File: config.mk
export PLATFORM = sky130hd
export DESIGN_NAME = regfile_n
export DESIGN_NICKNAME = d
export VERILOG_FILES = /design/src/rtl/regfile_pkg.sv /design/src/rtl/regfile_n_regn.sv /design/src/rtl/regfile_n.sv
export SDC_FILE = /design/constraint.sdc
export NUM_CORES = 1
export LEC_CHECK = 0
export CAP_MARGIN = 30
export CORE_MARGIN = 5
export CORE_UTILIZATION = 45
export CTS_BUF_LIST = sky130_fd_sc_hd__clkbuf_4
export CTS_CLUSTER_SIZE = 20
export DETAILED_ROUTE_END_ITERATION = 8
export SYNTH_ARGS = -nofsm -noshare
export SYNTH_HDL_FRONTEND = slang
export SYNTH_HIERARCHICAL = 1
export SYNTH_SLANG_ARGS = --single-unit
export TNS_END_PERCENT = 20
File: constraint.sdc
create_clock -name clk -period 1.77 [get_ports clk]
set_input_delay 0.354 -clock clk [delete_from_list [all_inputs] [get_ports clk]]
set_output_delay 0.354 -clock clk [all_outputs]
set_load 0.01 [all_outputs]
File: src/rtl/regfile_pkg.sv
// Shared types and default sizing for the general-purpose register file.
package regfile_pkg;

  typedef enum logic {
    IDLE  = 1'b0,
    CLEAR = 1'b1
  } state_e;

  localparam int N_DEF     = 8;
  localparam int DEPTH_DEF = 8;

endpackage

File: src/rtl/regfile_n_regn.sv
// n-bit loadable register with synchronous clear.
module regn_sc #(
  parameter int n = 8
) (
  input  logic         clk,
  input  logic         rst,
  input  logic         clr_i,
  input  logic         ld_i,
  input  logic [n-1:0] d_i,
  output logic [n-1:0] q_o
);

  logic [n-1:0] q_q;

  always_ff @(posedge clk) begin
    if (rst || clr_i) begin
      q_q <= '0;
    end else if (ld_i) begin
      q_q <= d_i;
    end
  end

  assign q_o = q_q;

endmodule

File: src/rtl/regfile_n.sv
// Register file: one write port, two registered bypassed read ports,
// and a one-word-per-cycle clear sweep.
module regfile_n
  import regfile_pkg::*;
#(
  parameter int n     = N_DEF,
  parameter int depth = DEPTH_DEF,
  parameter int aw    = $clog2(depth)
) (
  input  logic          clk,
  input  logic          rst,
  input  logic          we,
  input  logic [aw-1:0] waddr,
  input  logic [n-1:0]  wdata,
  input  logic [aw-1:0] ra0,
  input  logic [aw-1:0] ra1,
  output logic [n-1:0]  rd0,
  output logic [n-1:0]  rd1,
  input  logic          clr,
  output logic          busy,
  output logic          werr
);

  localparam logic [aw:0]   DEPTH_W = (aw+1)'(depth);
  localparam logic [aw-1:0] LAST    = aw'(depth - 1);

  state_e        state_q, state_d;
  logic [aw-1:0] idx_q, idx_d;
  logic [n-1:0]  rd0_q, rd0_d;
  logic [n-1:0]  rd1_q, rd1_d;
  logic          werr_q, werr_d;

  logic [n-1:0]  mem [depth];
  logic          sweep;
  logic          wr_ok;

  assign sweep = (state_q == CLEAR);
  assign wr_ok = !sweep && we &&
                 ({1'b0, waddr} < DEPTH_W);

  for (genvar i = 0; i < depth; i++) begin : g_word
    regn_sc #(.n(n)) u_reg (
      .clk  (clk),
      .rst  (rst),
      .clr_i(sweep && (idx_q == aw'(i))),
      .ld_i (wr_ok && (waddr == aw'(i))),
      .d_i  (wdata),
      .q_o  (mem[i])
    );
  end

  always_comb begin
    state_d = state_q;
    idx_d   = idx_q;
    unique case (state_q)
      IDLE: begin
        if (clr) state_d = CLEAR;
      end
      CLEAR: begin
        if (idx_q == LAST) begin
          state_d = IDLE;
          idx_d   = '0;
        end else begin
          idx_d = idx_q + aw'(1);
        end
      end
    endcase
  end

  // Sweep zero beats write bypass, which beats the stored word.
  always_comb begin
    rd0_d = '0;
    rd1_d = '0;
    for (int i = 0; i < depth; i++) begin
      if (ra0 == aw'(i)) rd0_d = mem[i];
      if (ra1 == aw'(i)) rd1_d = mem[i];
    end
    if (wr_ok && (waddr == ra0)) rd0_d = wdata;
    if (wr_ok && (waddr == ra1)) rd1_d = wdata;
    if (sweep && (ra0 == idx_q)) rd0_d = '0;
    if (sweep && (ra1 == idx_q)) rd1_d = '0;
  end

  assign werr_d = sweep && we;

  always_ff @(posedge clk) begin
    if (rst) begin
      state_q <= IDLE;
      idx_q   <= '0;
      rd0_q   <= '0;
      rd1_q   <= '0;
      werr_q  <= 1'b0;
    end else begin
      state_q <= state_d;
      idx_q   <= idx_d;
      rd0_q   <= rd0_d;
      rd1_q   <= rd1_d;
      werr_q  <= werr_d;
    end
  end

  assign rd0  = rd0_q;
  assign rd1  = rd1_q;
  assign busy = sweep;
  assign werr = werr_q;

endmodule

# Word level (Yosys, flattened, before mapping)
# Cells that the tools add are included.
# totals
latch_bits	0
ram_bits	0
memories	0
mem_bits_ro	0
reg_bits	85
# op_classes
bitwise	1
n_mul	0
add_sub_neg	1
eq_ne	32
div_mod_pow	0
muxes	22
shifts	0
magnitude_cmp	0
reduce_logical	37
# op_table
op	count
2-to-1 mux 8 bit	18
equality test 3 bit (second input constant)	16
equality test 3 x 2 -> 1 bit (second input constant)	8
logical AND 1 bit	22
equality test 3 x 1 -> 1 bit (second input constant)	4
equality test 3 bit	4
zero test 3 bit	4
logical OR 1 bit	8
OR reduction 2 bit	2
adder 3 x 1 -> 3 bit (second input constant)	1
2-to-1 mux 3 bit	1
2-to-1 mux 1 bit	2
one-hot mux 1 bit (2 select lines)	1
zero test 1 bit	1
inverter 1 bit	1

# Longest topological paths before layout
# logic_depth
word_depth	10
mapped_depth	7

# Hierarchy
# The synthesis kept the hierarchy.
# modules_own_cells
mod	seq_area_each_um2	cells_each	area_each_um2	n_inst
regn_sc	160.2	27	295.3	8
regfile_n	420.4	283	2323.5	1

# Worst setup path after synthesis
# Ideal clock, no wire load.
# synth_timing
kind	input to register
start	input port ra0[1]
end	register rd0_q[3] (netlist: rd0[3])
stages	7
t_required_ns	1.648
t_arrival_ns	1.414
setup_time_ns	0.122
setup_slack_ns	0.235
cell_sequence	buf_2 -> buf_4 -> mux2_2 -> a21oi_1 -> o22ai_1 -> a31oi_1 -> nor2_1
# synth_via
elab_chain_cells	10
# synth_rtl
element	line_no	source
start: declaration	regfile_n.sv:15	input logic [aw-1:0] ra0,
zero test 3 bit	regfile_n.sv:75	if (ra0 == aw'(i)) rd0_d = mem[i];
2-to-1 mux 8 bit (8 in series)	regfile_n.sv:75	
2-to-1 mux 8 bit	regfile_n.sv:78	if (wr_ok && (waddr == ra0)) rd0_d = wdata;
end signal: assignment	regfile_n.sv:96	rd0_q <= rd0_d;
end: declaration	regfile_n.sv:29	logic [n-1:0] rd0_q, rd0_d;
# Parallel ways exist; a longest one is shown, timed or not.
# A chain may end at the register's enable or synchronous reset.

# Worst setup path after layout
# layout_timing
start	register rd1_q[7] (netlist: rd1[7])
end	output port rd1[7]
# layout_lines
element	line_no	source
start: declaration	regfile_n.sv:30	logic [n-1:0] rd1_q, rd1_d;
start signal: assignment	regfile_n.sv:97	rd1_q <= rd1_d;
end: declaration	regfile_n.sv:18	output logic [n-1:0] rd1,
# No word-level cell between the ends.

==> key figures <==
Status
  – Outcome: finished, final reports clean

Synth
  – Netlist area before placement: 4690 um^2
  – Register bit total from synthesis: 85
  – Top FF cell, synth: dfxtp_1
  – Post-Synthesis Mean Instance Area: 9.39 um^2
  – Post-synthesis cell count: 499
  – Number of distinct library cells after synthesis: 43
  – Synth warn: 6
  – Post-synth net total: 526
  – EDFF count, synth: 0
  – Post-synthesis sequential area ratio: 36.3%
  – Share of synthesized flip-flops with an asynchronous set or reset: 0%

Setup path
  – WP data required: 1.42 ns
  – Arrival @ worst endpoint: 1.36 ns
  – Worst Path Buf+Inv: 1
  – Cell type of the slowest stage on the worst timing path: clkdlybuf4s50_1
  – Cells along the critical path: clkdlybuf4s50_1
  – Critical Path Fanout Max: 1
  – Category of the worst setup path launch point: flip-flop
  – Critical path's largest stage delay: 0.54 ns
  – Critical path class: flip-flop to output port
  – Worst setup path startpoint: rd1[7]
  – Top cell family by delay on the critical path: buffers and inverters
  – Category of the worst setup path capture point: output port
  – FF-to-FF Start: idx_q[0]

Die
  – Die span in y: 112 um
  – Die Area: 12600 um^2
  – Initial Utilization: 45.8%
  – # IOs: 39
  – Horiz. Die Dim: 112 um
  – Core region area: 10200 um^2
  – Std-Cell Rows: 37

Global route
  – Number of antenna violations at the first check in global routing: 0
  – Vias in the first global route: 3716
  – Congestion Overflow GR: 0
  – Largest net degree at the start of global routing: 17
  – Aggregate global-route resource usage: 21.1%
  – Global-route wire length before repair: 20900 um

Clocking
  – Max clock buf depth: 2
  – H-tree depth reported by CTS: 3
  – Number of setup buffers added after CTS: 0
  – TritonCTS clock tree: done
  – Clock tree root driver cell: clkbuf_4
  – Clock insertion delay at the later pin of the skew report: 0.46 ns
  – Clock buffer count from CTS: 9
  – Hold-fix buffer count after cts: 0
  – Clock-pin slew reported for the worst setup and hold paths after clock tree synthesis: 0.14 ns
  – Number of sinks on the clock net: 85

Placed design
  – Routability congestion estimate from global placement: 0.884
  – Estimated wirelength of the detail-placed design: 9640 um
  – IO Port Bufs: 38
  – Post-placement cell area: 5470 um^2
  – Cell total after placement: 686

Power and ir drop
  – Leakage power: 0.00215 uW
  – PwrDens: 665 nW/um^2
  – Worst vdd rail ir drop: 0.000373 V

Routing
  – Total length of routed wires: 12900 um
  – Routed via count: 3835
  – Count of unresolved DRC violations after routing: 0
  – Number of violations reported at the end of detailed-routing iteration 0: 276
  – Number of vias per cell: 5.46
  – Wire per inst: 18.4 um
  – Post-detailed-route count of antenna-violating nets: 0
  – Pre-antenna DRT Iters: 5

Finish
  – Finished layout cell area: 5600 um^2
  – Nets: 588
  – Number of standard cells in the layout, taps in and fillers out: 702
  – Area overhead of the layout relative to synthesis: 19.4%
  – Most common cell after layout, fill and taps aside: nor2_1
  – Antenna fix cells: 0
  – Layout cell share with drive strength beyond 1: 17.0%
  – Top library cells by usage in the layout, fill and taps aside: nor2_1, mux2i_1, dfxtp_1
  – Number of fill cells in the layout: 924
  – Final design utilization: 54.7%

Timing
  – Final-report hold violation count: 0
  – Period Utilization, post-route: 96.7%
  – Slew at the pin closest to its max-slew limit: 0.533 ns
  – Count of endpoints failing setup in the final report: 0
  – Setup TNS: 0 ns
  – F_max: 585 MHz
  – Worst clock skew: 0.0190 ns
  – Min Tclk post-route: 1.71 ns
  – Worst slew margin relative to its limit: 64.3%
  – Number of slew-limit violations in the final report: 0
  – Worst hold slack: 0.452 ns
  – Setup repair after global routing missed its margin: false

Worst hold path
  – Class of the tightest hold or removal check: primary input to flip-flop
  – Startpoint of the tightest hold check path: clr

Flow run
  – Number of max-cap violations: 0
[repair_timing]
item,in CTS,in global routing
endpoints found under the setup margin,1,1
gates resized for setup,2,1
gates cloned,0,0
pin swaps,0,0
[synthesized netlist by cell type (7+ instances only)]
| master | number | area, um^2 |
|---|---|---|
| nand2b_1 | 9 | 56.3 |
| buf_2 | 14 | 70.1 |
| xnor2_1 | 12 | 105 |
| mux2_2 | 18 | 203 |
| nor3_1 | 11 | 55.1 |
| buf_4 | 14 | 105 |
| a21oi_1 | 11 | 55.1 |
| nand2_1 | 11 | 41.3 |
| nor2_1 | 103 | 387 |
| buf_6 | 10 | 113 |
| o22ai_1 | 11 | 68.8 |
| o2111a_1 | 7 | 78.8 |
| dfxtp_1 | 85 | 1700 |
| mux2i_1 | 88 | 881 |
| or2_1 | 9 | 56.3 |
| nand3_1 | 9 | 45.0 |
| o21ai_0 | 13 | 65.1 |
[report_power, final]
| part | internal [uW] | leakage (uW) | switching [uW] | total [uW] |
|---|---|---|---|---|
| clock | 293 | 0.0000665 | 717 | 1010 |
| sequential | 1970 | 0.000689 | 38.2 | 2010 |
| combinational | 348 | 0.00140 | 357 | 705 |
[per-layer routing]
metal	vias to the layer above	track usage, %	wire length [um]
met5	-	0	0
li1	1882	-	-
met1	1808	31.4	6250
met2	128	31.2	5680
met3	17	3.45	787
met4	0	6.81	220
[logic make-up (layout without fill, tap and decap cells)]
family,count (synthesis),in the layout,synth area share [%]
simple gates,180,180,18.4
mux,112,112,26.2
flops,85,85,36.3
compound gates,59,59,8.55
buf+inv,45,112,6.70
xor+xnor,12,12,2.24
fa+ha+maj,6,6,1.60
[sequential cells by signal (all words and copies together) (netlist names)]
signal            flops
idx_q                 3
werr                  1
g_word.u_reg/q_o     64
busy                  1
rd0                   8
rd1                   8
[area by class of cell]
cell class                      instances  area, um^2  area share (%)
Multi-Input combinational cell        369        2680            47.9
Sequential cell                        85        1700            30.4
Timing Repair Buffer                   92         913            16.3
Tap cell                              136         170            3.04
Clock buffer                            9        67.6            1.21
Clock inverter                          7        48.8           0.872
Inverter                                4        15.0           0.268
[path summary, 6_finish.rpt]
path                            endpoint  slack, ns  cells after the start
hold reg to reg   g_word[3].u_reg/q_o[2]       0.54                      2
hold / removal                      busy       0.45                      3
setup reg to reg  g_word[4].u_reg/q_o[7]       0.18                      5
setup / recovery                  rd1[7]       0.06                      1
[worst min-delay path: stages]
cell             delay (ns)
clkdlybuf4s50_1        0.39
nand2b_1               0.07
a21oi_1                0.06
[through the flow]
step / power, uW / setup slack, ns
6_report: 3720 / 0.0593
5_1_grt: 3900 / 0.000820
4_1_cts: 3750 / 0.0369
3_5_place_dp: 2750 / -0.363
3_3_place_gp: 2730 / -0.363
2_1_floorplan: 2440 / 0.235
No activity file was read; power rests on OpenSTA's default activity.
